**src/rtl/store_write_buffer.sv**
```systemverilog
// store_write_buffer
//
// Turns MEM-stage store requests into word-aligned, byte-strobed memory writes.
// It queues them in a DEPTH-entry FIFO and drains them in order to the memory
// write port. It also flags loads whose word matches any pending store.
//
// Optional feature: define STORE_MISALIGN_CHECK_EN to reject misaligned
// half/word stores and size 2'b11. A rejected request is still handshaken but
// is not enqueued, and `err` pulses on the next cycle. When the macro is
// undefined, the ignored address bits are dropped, size 2'b11 acts as a word
// store, and `err` is tied to 0.
//
// Handshakes (both ports): a transfer happens on a rising edge where valid and
// ready are both 1. Valid never depends on ready. A producer holds its payload
// stable while valid is high and ready is low.
//
// Ports:
//   clk, reset          rising-edge clock, asynchronous active-high reset
//   req_valid/ready     store request handshake (ready = !full, registered count)
//   req_addr/size/data  byte address, size (00 B, 01 H, 10 W, 11 rsvd), value
//   mem_wvalid/wready   head-entry handshake toward memory (valid = !empty)
//   mem_waddr/wdata/    head entry: word address, lane-aligned data,
//   mem_wstrb           and byte strobes
//   ld_addr, ld_hazard  load address; 1 when a pending store covers its word
//   empty               no pending entries
//   err                 one-cycle pulse after a rejected request
module store_write_buffer #(
   parameter int DEPTH = 4
) (
   input  logic        clk,
   input  logic        reset,
   input  logic        req_valid,
   output logic        req_ready,
   input  logic [31:0] req_addr,
   input  logic [1:0]  req_size,
   input  logic [31:0] req_data,
   output logic        mem_wvalid,
   input  logic        mem_wready,
   output logic [31:0] mem_waddr,
   output logic [31:0] mem_wdata,
   output logic [3:0]  mem_wstrb,
   input  logic [31:0] ld_addr,
   output logic        ld_hazard,
   output logic        empty,
   output logic        err
);

   localparam int AW = $clog2(DEPTH);
   localparam logic [AW-1:0] PTR_ONE  = AW'(1);
   localparam logic [AW:0]   CNT_ONE  = (AW+1)'(1);
   localparam logic [AW:0]   CNT_FULL = (AW+1)'(DEPTH);

   logic [31:0] waddr_q [DEPTH];
   logic [31:0] wdata_q [DEPTH];
   logic [3:0]  wstrb_q [DEPTH];
   logic [DEPTH-1:0] vld_q;

   logic [AW-1:0] wr_ptr_q, rd_ptr_q;
   logic [AW:0]   count_q;

   logic [3:0]  al_strb;
   logic [31:0] al_data;
   logic        bad_req;
   logic        hs, push, pop;

   // Only the word part of the load address takes part in the hazard compare.
   logic unused_ld_lsb;
   assign unused_ld_lsb = ^ld_addr[1:0];

   // Lane alignment of the incoming store.
   always_comb begin
      al_strb = 4'b1111;
      al_data = req_data;
      case (req_size)
         2'b00: begin
            al_strb = 4'b0001 << req_addr[1:0];
            al_data = {4{req_data[7:0]}};
         end
         2'b01: begin
            al_strb = req_addr[1] ? 4'b1100 : 4'b0011;
            al_data = {2{req_data[15:0]}};
         end
         default: begin
            al_strb = 4'b1111;
            al_data = req_data;
         end
      endcase
   end

`ifdef STORE_MISALIGN_CHECK_EN
   always_comb begin
      bad_req = 1'b0;
      case (req_size)
         2'b01:   bad_req = req_addr[0];
         2'b10:   bad_req = (req_addr[1:0] != 2'b00);
         2'b11:   bad_req = 1'b1;
         default: bad_req = 1'b0;
      endcase
   end
`else
   assign bad_req = 1'b0;
`endif

   assign req_ready  = (count_q != CNT_FULL);
   assign empty      = (count_q == '0);
   assign mem_wvalid = !empty;

   assign hs   = req_valid && req_ready;
   assign push = hs && !bad_req;
   assign pop  = mem_wvalid && mem_wready;

   assign mem_waddr = waddr_q[rd_ptr_q];
   assign mem_wdata = wdata_q[rd_ptr_q];
   assign mem_wstrb = wstrb_q[rd_ptr_q];

   // Conservative hazard: any valid entry in the same word, strobes ignored.
   // The entry being popped this cycle is still valid here.
   always_comb begin
      ld_hazard = 1'b0;
      for (int i = 0; i < DEPTH; i++) begin
         if (vld_q[i] && (waddr_q[i][31:2] == ld_addr[31:2])) begin
            ld_hazard = 1'b1;
         end
      end
   end

   always_ff @(posedge clk or posedge reset) begin
      if (reset) begin
         for (int i = 0; i < DEPTH; i++) begin
            waddr_q[i] <= '0;
            wdata_q[i] <= '0;
            wstrb_q[i] <= '0;
         end
         vld_q    <= '0;
         wr_ptr_q <= '0;
         rd_ptr_q <= '0;
         count_q  <= '0;
      end else begin
         if (push) begin
            waddr_q[wr_ptr_q] <= {req_addr[31:2], 2'b00};
            wdata_q[wr_ptr_q] <= al_data;
            wstrb_q[wr_ptr_q] <= al_strb;
            wr_ptr_q          <= wr_ptr_q + PTR_ONE;
         end
         if (pop) begin
            rd_ptr_q <= rd_ptr_q + PTR_ONE;
         end
         // Pointers differ whenever both are active, so set/clear never collide.
         for (int i = 0; i < DEPTH; i++) begin
            if (push && (wr_ptr_q == AW'(i))) begin
               vld_q[i] <= 1'b1;
            end else if (pop && (rd_ptr_q == AW'(i))) begin
               vld_q[i] <= 1'b0;
            end
         end
         case ({push, pop})
            2'b10:   count_q <= count_q + CNT_ONE;
            2'b01:   count_q <= count_q - CNT_ONE;
            default: count_q <= count_q;
         endcase
      end
   end

`ifdef STORE_MISALIGN_CHECK_EN
   logic err_q;
   always_ff @(posedge clk or posedge reset) begin
      if (reset) begin
         err_q <= 1'b0;
      end else begin
         err_q <= hs && bad_req;
      end
   end
   assign err = err_q;
`else
   assign err = 1'b0;
`endif

endmodule
```
**config.mk**
```make
export PLATFORM = sky130hd
export DESIGN_NAME = store_write_buffer
export DESIGN_NICKNAME = d
export VERILOG_FILES = /design/src/rtl/store_write_buffer.sv
export SDC_FILE = /design/constraint.sdc
export NUM_CORES = 1
export LEC_CHECK = 0
export CORE_ASPECT_RATIO = 1.25
export CORE_MARGIN = 8
export CORE_UTILIZATION = 50
export DETAILED_ROUTE_END_ITERATION = 8
export PLACE_DENSITY_LB_ADDON = 0.1
export RECOVER_POWER = 50
export SLEW_MARGIN = 20
export SYNTH_ARGS = -nofsm -noshare
export SYNTH_HDL_FRONTEND = slang
export SYNTH_SLANG_ARGS = --single-unit
```
**constraint.sdc**
```tcl
create_clock -name clk -period 7.95 [get_ports clk]
set_input_delay 0.795 -clock clk [delete_from_list [all_inputs] [get_ports clk]]
set_output_delay 0.795 -clock clk [all_outputs]
set_load 0.01 [all_outputs]
```
## After elaboration in Yosys (flattened, before gate mapping)

Cells that the tools add are included.

- Flip-flop bits (word level): 283
- Word-level logic and storage cells: 100
- Bits of input ports: 102
- Output and inout port bits: 73

- Mux-type cells: 32
- Add/sub/neg operators: 4
- $lt $le $gt $ge: 3
- Equal/unequal tests: 14
- Shift operators: 1
- Bitwise logic cells: 2
- Reduce and logical (&&, ||, !) cells: 25

Operators with widths:

| cell | count |
|---|---|
| bitwise mux 128 bit | 2 |
| 2-to-1 mux 32 bit | 5 |
| binary-select mux 32 bit (select 2 bit) | 2 |
| equality test 30 bit | 4 |
| demux 32 bit (select 2 bit) | 1 |
| one-hot mux 32 bit (2 select lines) | 1 |
| bitwise mux 16 bit | 1 |
| 2-to-1 mux 4 bit | 4 |
| logical AND 1 bit | 15 |
| 2-to-1 mux 1 bit | 12 |
| equality test 2 bit, second input constant | 5 |
| nonzero test 2 bit | 5 |
| binary-select mux 4 bit (select 2 bit) | 1 |
| demux 4 bit (select 2 bit) | 1 |
| equality test 2 x 1 -> 1 bit, second input constant | 4 |
| one-hot mux 4 bit (2 select lines) | 1 |
| >= comparator 3 bit, second input constant | 2 |
| zero test 2 bit | 3 |
| inverter 2 -> 3 bit | 2 |
| one-hot mux 3 bit (2 select lines) | 1 |
| adder 2 x 1 -> 2 bit, second input constant | 2 |
| << shifter 1 x 2 -> 4 bit, first input constant | 1 |
| adder 3 x 1 -> 3 bit, second input constant | 1 |
| zero test 3 bit | 1 |
| other kinds (4) | 4 |

## Longest topological paths before layout

Gate-level depths: netlist of run 1.

- Depth after elaboration: 6
- Mapped depth: 9
- Mapped depth without buffers: 9

## Worst setup path before layout of run 1

No wires, ideal clock.

- Kind: input to output
- From: input port ld_addr[2]
- To: output port ld_hazard
- Setup slack: 5.420 ns
- Stages on the path: 6
- Data required time: 7.155 ns
- Arrival time: 1.735 ns
- Path buffers: 1
- Path through: clkbuf_1 -> xnor2_1 -> nand4_1 -> nor4_1 -> nand4_1 -> nand4_1

- Longest elaborated chain between the ends: 6
- Elaborated cells between the ends (all ways): 12
- Those cells by class: 4 x eq/ne; 4 x mux; 4 x reduce/logical

Ends and longest elaborated chain:

| item | RTL line | RTL |
|---|---|---|
| start, declared | 42 | `input logic [31:0] ld_addr,` |
| equality test 30 bit | 121 | `if (vld_q[i] && (waddr_q[i][31:2] == ld_addr[31:2])) begin` |
| logical AND 1 bit | 121 |  |
| 2-to-1 mux 1 bit (3 in a row) | 121 |  |
| 2-to-1 mux 1 bit (*) | 121 |  |
| end, declared | 43 | `output logic ld_hazard,` |

Every way passes the cells marked *; elsewhere a longest branch is shown, timed or not.

## Worst setup path in the final report of run 1

- From: register rd_ptr_q[0]
- To: output port mem_wdata[5]

- Longest elaborated chain between the ends: 4

Ends and longest elaborated chain:

| item | RTL line | RTL |
|---|---|---|
| start, declared | 58 | `logic [AW-1:0] wr_ptr_q, rd_ptr_q;` |
| start signal, assigned | 146 | `rd_ptr_q <= rd_ptr_q + PTR_ONE;` |
| inverter 2 -> 3 bit (not written as such) | 113 | `assign mem_wdata = wdata_q[rd_ptr_q];` |
| binary-select mux 32 bit (select 2 bit) | 113 |  |
| 2-to-1 mux 32 bit (not written as such) (2 in a row) | 113 |  |
| end, declared | 40 | `output logic [31:0] mem_wdata,` |

No other way between the ends. The select of a mux whose other input is x is not followed.

==> key figures, run 1 <==
Clock tree
  • PostCTS Resize Cnt: 0
  • Clock Sinks: 275
  • Setup Buffers After CTS: 0
  • CTS tree: done
  • TritonCTS buffer count: 29
  • Clock transition at path regs: 0.06 ns
  • Clk_lat worst skew: 0.55 ns
  • Root Driver: clkbuf_16
  • Clk buf depth: 3
  • H-tree levels: 1
  • Hold_buf cts: 0

Pwr
  • Max IR drop VDD: 0.244 mV
  • Pleak: 6.82 nW
  • Pwr dens: 445 mW/mm2

Synthesis
  • Synth warn: 0
  • Number of flops mapped to enable cells by yosys: 0
  • Post-synth cell types: 28
  • Mapped Cells: 1058
  • Synth Cell Area: 0.0134 mm2
  • Area contributors post-synth: dfrtp_1 (51%), mux4_2 (11%), mux2_2 (11%), xnor2_1 (5.2%), o21ai_0 (4.3%)
  • Synth async-reset ratio: 100%
  • Seq cells post-synth: 275
  • Largest area contributor in the netlist: dfrtp_1
  • Post-synthesis sequential area ratio: 51.2%
  • Top cells by count, synth: dfrtp_1 (275), mux2_2 (130), nand2_1 (130), o21ai_0 (115), xnor2_1 (79)
  • Synth Area per Inst: 12.7 um2
  • Post-synth top area share: 51.2%
  • Most frequent cell after synthesis: dfrtp_1
  • Ys flop type: dfrtp_1

Floorplan
  • FP Rows: 67
  • Die ar.: 0.0324 mm2
  • Die X: 163 um
  • Die Height: 199 um
  • Initial Util: 50.4%
  • I/O Pins: 175
  • Core Area: 0.0267 mm2

Setup path
  • Critical Path Start: rd_ptr_q[0]
  • CP Max Fanout: 36
  • Worst Path Required: 7.15 ns
  • Critical path class: flop to primary output
  • Crit start category: flop
  • Critical path capture point type: primary output
  • Data arrival, critical path: 4.42 ns
  • Reg2Reg Launch Point: count_q[0]

Placed design
  • Placer's final routability congestion estimate: 0.899
  • Post-DP HPWL: 23200 um
  • IO Port Bufs: 169
  • Pre-CTS setup slack: 3.86 ns

Timing
  • Post-route clock period utilization: 65.6%
  • Clock Skew: 0.0212 ns
  • Worst setup margin: 2.74 ns
  • Fmax: 192 MHz
  • Least-Margin Pin Slew: 2.29 ns
  • Hold Violations, Final: 0
  • Fin. max-slew vios: 212
  • Sum Neg Setup Slack: 0 ns
  • Slew HR: -52.4%
  • RSZ-0062 raised after global routing: false
  • Final setup fails: 0
  • Tmin final: 5.21 ns

Global route
  • GRT Total Usage: 21.7%
  • First-pass GRT wire length: 54300 um
  • GRT overflow: 0
  • Number of global-route vias before repair: 9258
  • Largest net degree at the start of global routing: 158
  • Initial antenna violation count: 1

Route
  • Final ANT Viol Nets: 0
  • Vias: 8664
  • Drt drc: 0
  • Drt wl/cell: 22.1 um
  • Iter 0 DRT Violations: 502
  • Via/cell ratio: 5.56
  • First-pass iteration count of the detailed router: 4
  • Final WL: 34500 um

Finish
  • Area growth, synth to finish: 21.3%
  • Final Net Count: 1303
  • Share of cells above drive strength 1: 21.0%

Outcome
  • Status: finished with violations
  • Failing checks: max-capacitance violations, max-slew violations

Hold path
  • Hold path start: wdata_q[76]
  • HP Class: flop to flop

Job
  • Max-cap violation count: 6
-- worst paths after layout --
kind                       depth (start not counted)  slack [ns]           end
min reg2reg                                        2        0.48   wdata_q[76]
max                                                3        2.74  mem_wdata[5]
min                                                2        0.48   wdata_q[76]
max in group asynchronous                          3        5.19   rd_ptr_q[1]
max reg2reg                                        5        3.97   wdata_q[64]
min in group asynchronous                          2        1.20   wdata_q[36]
-- layout make-up --
| type | instances | area (um2) |
|---|---|---|
| Antenna cell | 2 | 5.00 |
| Inverter | 11 | 42.5 |
| Tap cell | 345 | 432 |
| Clock inverter | 8 | 144 |
| Timing Repair Buffer | 178 | 1780 |
| Sequential cell | 275 | 6880 |
| Clock buffer | 44 | 872 |
| Fill cell | 2227 | 10400 |
| Multi-Input combinational cell | 696 | 6140 |
-- registers in the layout, indices dropped and copies added, names as in the netlist --
signal and count:
rd_ptr_q 2, waddr_q 120, wr_ptr_q 2, wdata_q 128
wstrb_q 16, vld_q 4, count_q 3
-- power breakdown --
group,switching (mW),internal [mW]
Combinational,1.33,1.83
Clock,0.548,0.881
Sequential,0.564,2.09
Total,2.44,4.81
-- stage by stage --
step,hold WS (ns),total power [mW],util [%],cell area (um2),std cells
finish,0.475,7.25,61.1,16300,1559
global route,0.498,7.70,61.1,16300,1557
CTS,0.479,7.35,61.3,16300,1557
detailed placement,0.466,5.88,57.4,15300,1505
global placement,0.457,5.82,57.4,15300,1505
floorplan,0.444,4.54,-,13400,1060
-- metal layers --
layer | wire length, um | GRT usage, % | share of wire, %
met1 | 14300 | 27.4 | 41
met2 | 17600 | 37.9 | 51
met3 | 1650 | 3.36 | 4.8
met4 | 939 | 6.40 | 2.7
met5 | 0 | 0 | 0
-- cell families (layout without fill, tap and decap cells) --
kind of cell	count (synthesis)	count (layout)	share of synthesized area, %
compound gates	128	128	4.87
xor+xnor	125	125	8.15
fa+ha+maj	10	10	0.988
buf+inv	89	241	2.98
flops	275	275	51.2
mux	242	242	25.6
other cells	1	5	0.0279
simple gates	188	188	6.13
-- placed cells by master (no fill, tap or decap), drive strengths merged --
cell type / n
a21boi: 1
a21oi: 12
and2: 1
buf: 9
bufinv: 4
clkbuf: 44
clkdlybuf4s50: 167
clkinv: 3
clkinvlp: 1
conb: 3
dfrtp: 275
diode: 2
dlygate4sd3: 2
fa: 1
ha: 9
inv: 11
mux2: 152
mux2i: 24
mux4: 66
nand2: 132
nand2b: 1
nand4: 25
nor2: 11
nor4: 16
o21ai: 115
or2: 1
or3: 1
xnor2: 79
xor2: 46
-- critical path, cell delays in order, from the launching register on --
cell	delay (ns)
dfrtp_1	1.89
buf_4	0.84
mux4_2	0.62
clkdlybuf4s50_1	0.50
Note: power is estimated with default switching activity, not from simulation.
==> run 2: changes to the inputs <==
CORE_UTILIZATION = 56   (was 50)
clock period = 5.2 ns   (was 7.95 ns; I/O delays follow)
==> key figures, run 2 (synthesis gave the netlist of run 1 again) <==
Outcome
  • Status: finished with violations (unchanged)
  • Failing checks: max-capacitance violations, max-slew violations (unchanged)

Clock tree
  • Setup Buffers After CTS: 0 (unchanged)
  • Clk_lat worst skew: 0.53 ns (was 0.55 ns)
  • Clk buf depth: 3 (unchanged)
  • PostCTS Resize Cnt: 0 (unchanged)
  • Hold_buf cts: 0 (unchanged)
  • TritonCTS buffer count: 28 (was 29)
  • CTS tree: done (unchanged)
  • Root Driver: clkbuf_16 (unchanged)
  • Clock transition at path regs: 0.06 ns (about the same)
  • H-tree levels: 1 (unchanged)
  • Clock Sinks: 275 (unchanged)

Route
  • Drt wl/cell: 22.4 um (was 22.1 um)
  • First-pass iteration count of the detailed router: 4 (unchanged)
  • Final ANT Viol Nets: 0 (unchanged)
  • Vias: 8813 (was 8664)
  • Iter 0 DRT Violations: 504 (was 502)
  • Via/cell ratio: 5.86 (was 5.56)
  • Final WL: 33800 um (was 34500 um)
  • Drt drc: 0 (unchanged)

Finish
  • Most common cell after layout, fill and taps aside: dfrtp_1 (unchanged)
  • Final Net Count: 1303 (unchanged)
  • Final instance area: 0.0162 mm2 (was 0.0163 mm2)
  • Max FFs per register: 128 (unchanged)
  • # diodes: 0 (was 2)
  • Share of cells above drive strength 1: 21.4% (was 21.0%)
  • Top flop regs: wdata_q: 128 flops, waddr_q: 120 flops, wstrb_q: 16 flops (unchanged)
  • Area growth, synth to finish: 20.6% (was 21.3%)
  • Final Util: 68.5% (was 61.1%)
  • Commonest non-fill, non-tap cells in the layout: dfrtp_1 (273), clkdlybuf4s50_1 (169), mux2_2 (130), nand2_1 (128), o21ai_0 (115) (was dfrtp_1 (274), clkdlybuf4s50_1 (167), nand2_1 (132), mux2_2 (130), o21ai_0 (115))
  • Most flops, register: wdata_q (unchanged)

Global route
  • GRT Total Usage: 23.6% (was 21.7%)
  • Met1 Use GR: 29.3% (was 27.4%)
  • Initial antenna violation count: 0 (was 1)
  • First-pass GRT wire length: 53900 um (was 54300 um)
  • GRT overflow: 0 (unchanged)
  • Largest net degree at the start of global routing: 140 (was 158)
  • Grt peak-use layer: met2 (unchanged)
  • Number of global-route vias before repair: 9587 (was 9258)
  • GR Layer Usage met3: 3.90% (was 3.36%)
  • Met2 usage: 40.4% (was 37.9%)

Floorplan
  • Die ar.: 0.0292 mm2 (was 0.0324 mm2)
  • Initial Util: 56.8% (was 50.4%)
  • Die Height: 189 um (was 199 um)
  • FP Rows: 63 (was 67)
  • I/O Pins: 175 (unchanged)
  • Core Area: 0.0236 mm2 (was 0.0267 mm2)
  • Die X: 155 um (was 163 um)

Pwr
  • Max IR drop VDD: 0.382 mV (was 0.244 mV)
  • Power Total: 10.9 mW (was 7.25 mW)
  • Share of power burned in the clock network: 18.5% (was 19.7%)
  • Switching power as a share of total power: 34.2% (was 33.7%)
  • Comb power frac: 44.1% (was 43.6%)
  • Pleak: 6.83 nW (was 6.82 nW)
  • Switching power total: 3.75 mW (was 2.44 mW)
  • Pwr dens: 676 mW/mm2 (was 445 mW/mm2)
  • Pint: 7.19 mW (was 4.81 mW)
  • Sequential Power Share: 37.4% (was 36.6%)

Setup path
  • Critical Path Start: reset (was rd_ptr_q[0])
  • Crit start category: input pin (was flop)
  • Critical path capture point type: asynchronous set/reset pin (was primary output)
  • R2R cell count: 5 (unchanged)
  • Data arrival, critical path: 3.50 ns (was 4.42 ns)
  • Critical path class: input pin to asynchronous set/reset pin (was flop to primary output)
  • Reg2Reg Launch Point: count_q[0] (unchanged)
  • Worst Path Required: 5.09 ns (was 7.15 ns)
  • Reg2reg setup slack: 1.64 ns (was 3.97 ns)
  • Reg2Reg Capture Point: wdata_q[101] (was wdata_q[64])
  • Worst Setup EP: wdata_q[21] (was mem_wdata[5])
  • CP Max Fanout: 136 (was 36)

Timing
  • Sum Neg Setup Slack: 0 ns (unchanged)
  • Final setup fails: 0 (unchanged)
  • Tmin final: 3.61 ns
  • RSZ-0062 raised after global routing: false (unchanged)
  • Post-route clock period utilization: 69.4%
  • Fin. max-slew vios: 146 (was 212)
  • Clock Skew: 0.00652 ns (was 0.0212 ns)
  • Hold Violations, Final: 0 (unchanged)
  • Fmax: 277 MHz
  • Least-Margin Pin Slew: 3.33 ns (was 2.29 ns)
  • Slew HR: -122% (was -52.4%)

Job
  • Max-cap violation count: 2 (was 6)

Placed design
  • Dpl cell area: 0.0153 mm2 (about the same)
  • IO Port Bufs: 169 (unchanged)
  • Placer's final routability congestion estimate: 0.899 (about the same)
  • Post-DP HPWL: 22600 um (was 23200 um)

Hold path
  • Hold depth: 2 (unchanged)
  • HP Class: flop to flop (unchanged)
  • Hold path start: wdata_q[117] (was wdata_q[76])
[run 2: cell types whose count changed in the layout (fill, tap and decap cells not counted)]
cell | previous run | this run
dfrtp_1 | 274 | 273
buf_6 | 1 | 0
dlygate4sd3_1 | 2 | 0
nand2_1 | 132 | 128
dfrtp_4 | 0 | 1
nand2_4 | 0 | 4
buf_12 | 1 | 2
clkdlybuf4s50_1 | 167 | 169
clkbuf_1 | 6 | 7
diode_2 | 2 | 0
clkbuf_2 | 0 | 1
bufinv_16 | 4 | 1
clkinv_2 | 3 | 5
[run 2: power groups by stage]
stage,combinational [mW],clock (mW),sequential (mW)
after global routing,5.19,2.15,4.23
after CTS,4.91,2.06,4.09
after global placement,4.80,0,4.07
final,4.82,2.03,4.09
after floorplan,3.20,0,3.75
after detailed placement,4.87,0,4.12
[run 2: worst max-delay path, cell delays in order]
cell,delay [ns]
clkdlybuf4s50_1,0.41
clkinvlp_2,0.12
clkbuf_2,2.21
[run 2: final cells by class]
class                   count  area, um2
clock inverters             7       63.8
clock buffers              45        876
inverters                  11       42.5
repair buffers            179       1790
fillers                  1828       7460
flip-flops and latches    275       6890
well taps                 292        365
multi-input cells         696       6170
[run 2: worst min-delay path by stage]
| stage | end | slack [ns] |
|---|---|---|
| 6_report | wdata_q[117] | 0.48 |
| 5_1_grt | wdata_q[58] | 0.49 |
| 4_1_cts | wdata_q[58] | 0.48 |
| 3_5_place_dp | wdata_q[58] | 0.47 |
| 3_3_place_gp | wstrb_q[8] | 0.46 |
| 2_1_floorplan | wstrb_q[10] | 0.44 |
[run 2: stage by stage]
stage | setup WS (ns) | std cells | hold WS [ns]
2_1_floorplan | 1.04 | 1060 | 0.444
3_3_place_gp | 1.70 | 1453 | 0.457
3_5_place_dp | 1.68 | 1453 | 0.466
4_1_cts | 1.54 | 1505 | 0.480
5_1_grt | 0.853 | 1505 | 0.491
6_report | 1.59 | 1505 | 0.476
[run 2: layer usage]
layer / wire length (um) / vias to the layer above
met3: 1640 / 63
met1: 13600 / 4513
li1: - / 4000
met5: 0 / -
met4: 1290 / 0
met2: 17200 / 237
==> run 3: changes to the inputs <==
clock period = 3.4 ns   (was 5.2 ns; I/O delays follow)
==> key figures, run 3 (synthesis gave the netlist of run 1 again) <==
Finish
  • Multi-input gate area: 0.00616 mm2 (was 0.00617 mm2)
  • Most common cell after layout, fill and taps aside: dfrtp_1 (unchanged)
  • Register area: 0.00689 mm2 (unchanged)
  • Final Util: 68.9% (was 68.5%)
  • Commonest non-fill, non-tap cells in the layout: dfrtp_1 (273), clkdlybuf4s50_1 (168), nand2_1 (130), mux2_2 (130), o21ai_0 (115) (was dfrtp_1 (273), clkdlybuf4s50_1 (169), mux2_2 (130), nand2_1 (128), o21ai_0 (115))
  • Fillers: 1756 (was 1828)
  • Final Net Count: 1317 (was 1303)
  • Final instance area: 0.0163 mm2 (was 0.0162 mm2)
  • Share of cells above drive strength 1: 21.4% (about the same)
  • Area growth, synth to finish: 21.3% (was 20.6%)
  • Top flop regs: wdata_q: 128 flops, waddr_q: 120 flops, wstrb_q: 16 flops (unchanged)
  • Max FFs per register: 128 (unchanged)
  • Most flops, register: wdata_q (unchanged)

Global route
  • GRT Total Usage: 23.6% (about the same)
  • Largest net degree at the start of global routing: 72 (was 140)
  • Initial antenna violation count: 1 (was 0)
  • GRT overflow: 0 (unchanged)
  • Number of global-route vias before repair: 9592 (was 9587)
  • First-pass GRT wire length: 53800 um (was 53900 um)

Floorplan
  • I/O Pins: 175 (unchanged)
  • Die ar.: 0.0292 mm2 (unchanged)
  • Initial Util: 56.8% (unchanged)
  • Core Area: 0.0236 mm2 (unchanged)
  • Die Height: 189 um (unchanged)
  • Die X: 155 um (unchanged)
  • FP Rows: 63 (unchanged)

Clock tree
  • Setup Buffers After CTS: 0 (unchanged)
  • H-tree levels: 1 (unchanged)
  • Root Driver: clkbuf_16 (unchanged)
  • CTS tree: done (unchanged)
  • Clock Sinks: 275 (unchanged)
  • Clk_lat worst skew: 0.54 ns (was 0.53 ns)
  • PostCTS Resize Cnt: 0 (unchanged)
  • Hold_buf cts: 0 (unchanged)
  • Clock transition at path regs: 0.06 ns (about the same)
  • Clk buf depth: 3 (unchanged)
  • TritonCTS buffer count: 28 (unchanged)

Pwr
  • Max IR drop VDD: 0.564 mV (was 0.382 mV)
  • Pleak: 6.86 nW (was 6.83 nW)
  • Pwr dens: 1030 mW/mm2 (was 676 mW/mm2)
  • Power Total: 16.7 mW (was 10.9 mW)

Timing
  • Fin. max-slew vios: 106 (was 146)
  • Clock Skew: 0.0145 ns (was 0.00652 ns)
  • Slew HR: -8.78% (was -122%)
  • Fmax: 327 MHz
  • Hold Violations, Final: 0 (unchanged)
  • Final setup fails: 0 (unchanged)
  • Least-Margin Pin Slew: 1.63 ns (was 3.33 ns)
  • Post-route clock period utilization: 89.8%
  • Hold Slack: 0.472 ns (was 0.476 ns)
  • RSZ-0062 raised after global routing: false (unchanged)
  • Tmin final: 3.05 ns

Route
  • Drt drc: 0 (unchanged)
  • Iter 0 DRT Violations: 390 (was 504)
  • Final ANT Viol Nets: 0 (unchanged)
  • Drt wl/cell: 22.3 um (was 22.4 um)
  • Vias: 8888 (was 8813)
  • First-pass iteration count of the detailed router: 4 (unchanged)
  • Via/cell ratio: 5.86 (about the same)
  • Final WL: 33800 um (about the same)

Setup path
  • Crit start category: flop (was input pin)
  • Data arrival, critical path: 2.71 ns (was 3.50 ns)
  • Worst Path Required: 3.06 ns (was 5.09 ns)
  • Critical path class: flop to primary output (was input pin to asynchronous set/reset pin)
  • Reg2Reg Launch Point: count_q[0] (unchanged)
  • Reg2reg setup slack: 0.60 ns (was 1.64 ns)
  • Reg2Reg Capture Point: waddr_q[55] (was wdata_q[101])
  • CP Max Fanout: 3 (was 136)
  • R2R cell count: 5 (unchanged)
  • Critical path capture point type: primary output (was asynchronous set/reset pin)

Placed design
  • Post-DP HPWL: 23600 um (was 22600 um)
  • Placer's final routability congestion estimate: 0.910 (was 0.899)
  • IO Port Bufs: 169 (unchanged)
  • Dpl cell area: 0.0155 mm2 (was 0.0153 mm2)

Hold path
  • Endpoint, Worst Hold: wdata_q[108] (was wdata_q[117])
  • Hold depth: 2 (unchanged)
  • Hold path start: wdata_q[108] (was wdata_q[117])
  • HP Class: flop to flop (unchanged)

Outcome
  • Status: finished with violations (unchanged)
  • Failing checks: max-capacitance violations, max-slew violations (unchanged)

Job
  • Max-cap violation count: 2 (unchanged)
## run 3: cell count changes in the layout (fill, tap and decap cells not counted), sizes merged
cell           change
clkbuf             +7
dlygate4sd3        +1
buf                +7
diode              +1
clkinv             -4
clkdlybuf4s50      -1
## run 3: power breakdown
part | internal [mW] | leakage (nW) | total [mW] | switching (mW)
Sequential | 4.90 | 3.34 | 6.17 | 1.27
Clock | 1.78 | 0.441 | 3.02 | 1.24
Combinational | 4.35 | 3.08 | 7.56 | 3.21
## run 3: how the worst max path moves through the flow
stage                        end  depth (start not counted)         from
finish                 ld_hazard                          7  waddr_q[99]
detailed placement     ld_hazard                          8   ld_addr[3]
global placement       ld_hazard                          8   ld_addr[3]
global route        mem_wdata[2]                          3  rd_ptr_q[0]
floorplan             count_q[0]                          1        reset
CTS                    ld_hazard                          7  waddr_q[99]
## run 3: layout make-up
class                      instances  share of cell area [%]
clock buffer                      45                    5.25
antenna                            1                  0.0154
inverter                          11                   0.261
sequential                       275                    42.3
timing repair buffer             193                    11.9
clock inverter                     3                   0.269
tap                              292                    2.24
multi-input combinational        696                    37.8
## run 3: per-stage QoR
step	worst slack [ns]	cells	setup TNS, ns
after floorplan	-0.577	1060	-158.78
after global placement	0.409	1467	0
after detailed placement	0.384	1467	0
after CTS	0.342	1515	0
after global routing	0.299	1515	0
final	0.346	1516	0
## run 3: per-layer routing
metal | track usage, % | share of wire (%) | vias up
met2 | 41.8 | 51 | 222
met5 | 0 | 0 | -
met4 | 8.65 | 3.6 | 0
met1 | 28.6 | 41 | 4567
li1 | - | - | 4032
met3 | 3.81 | 4.4 | 67
## run 3: worst max-delay path: stages, from the launching register on
cell and delay (ns):
dfrtp_1 0.40, xnor2_1 0.41, nand4_1 0.15, nor4_1 0.29, buf_4 0.17, nand4_1 0.07
nand4_1 0.14, clkdlybuf4s50_1 0.55
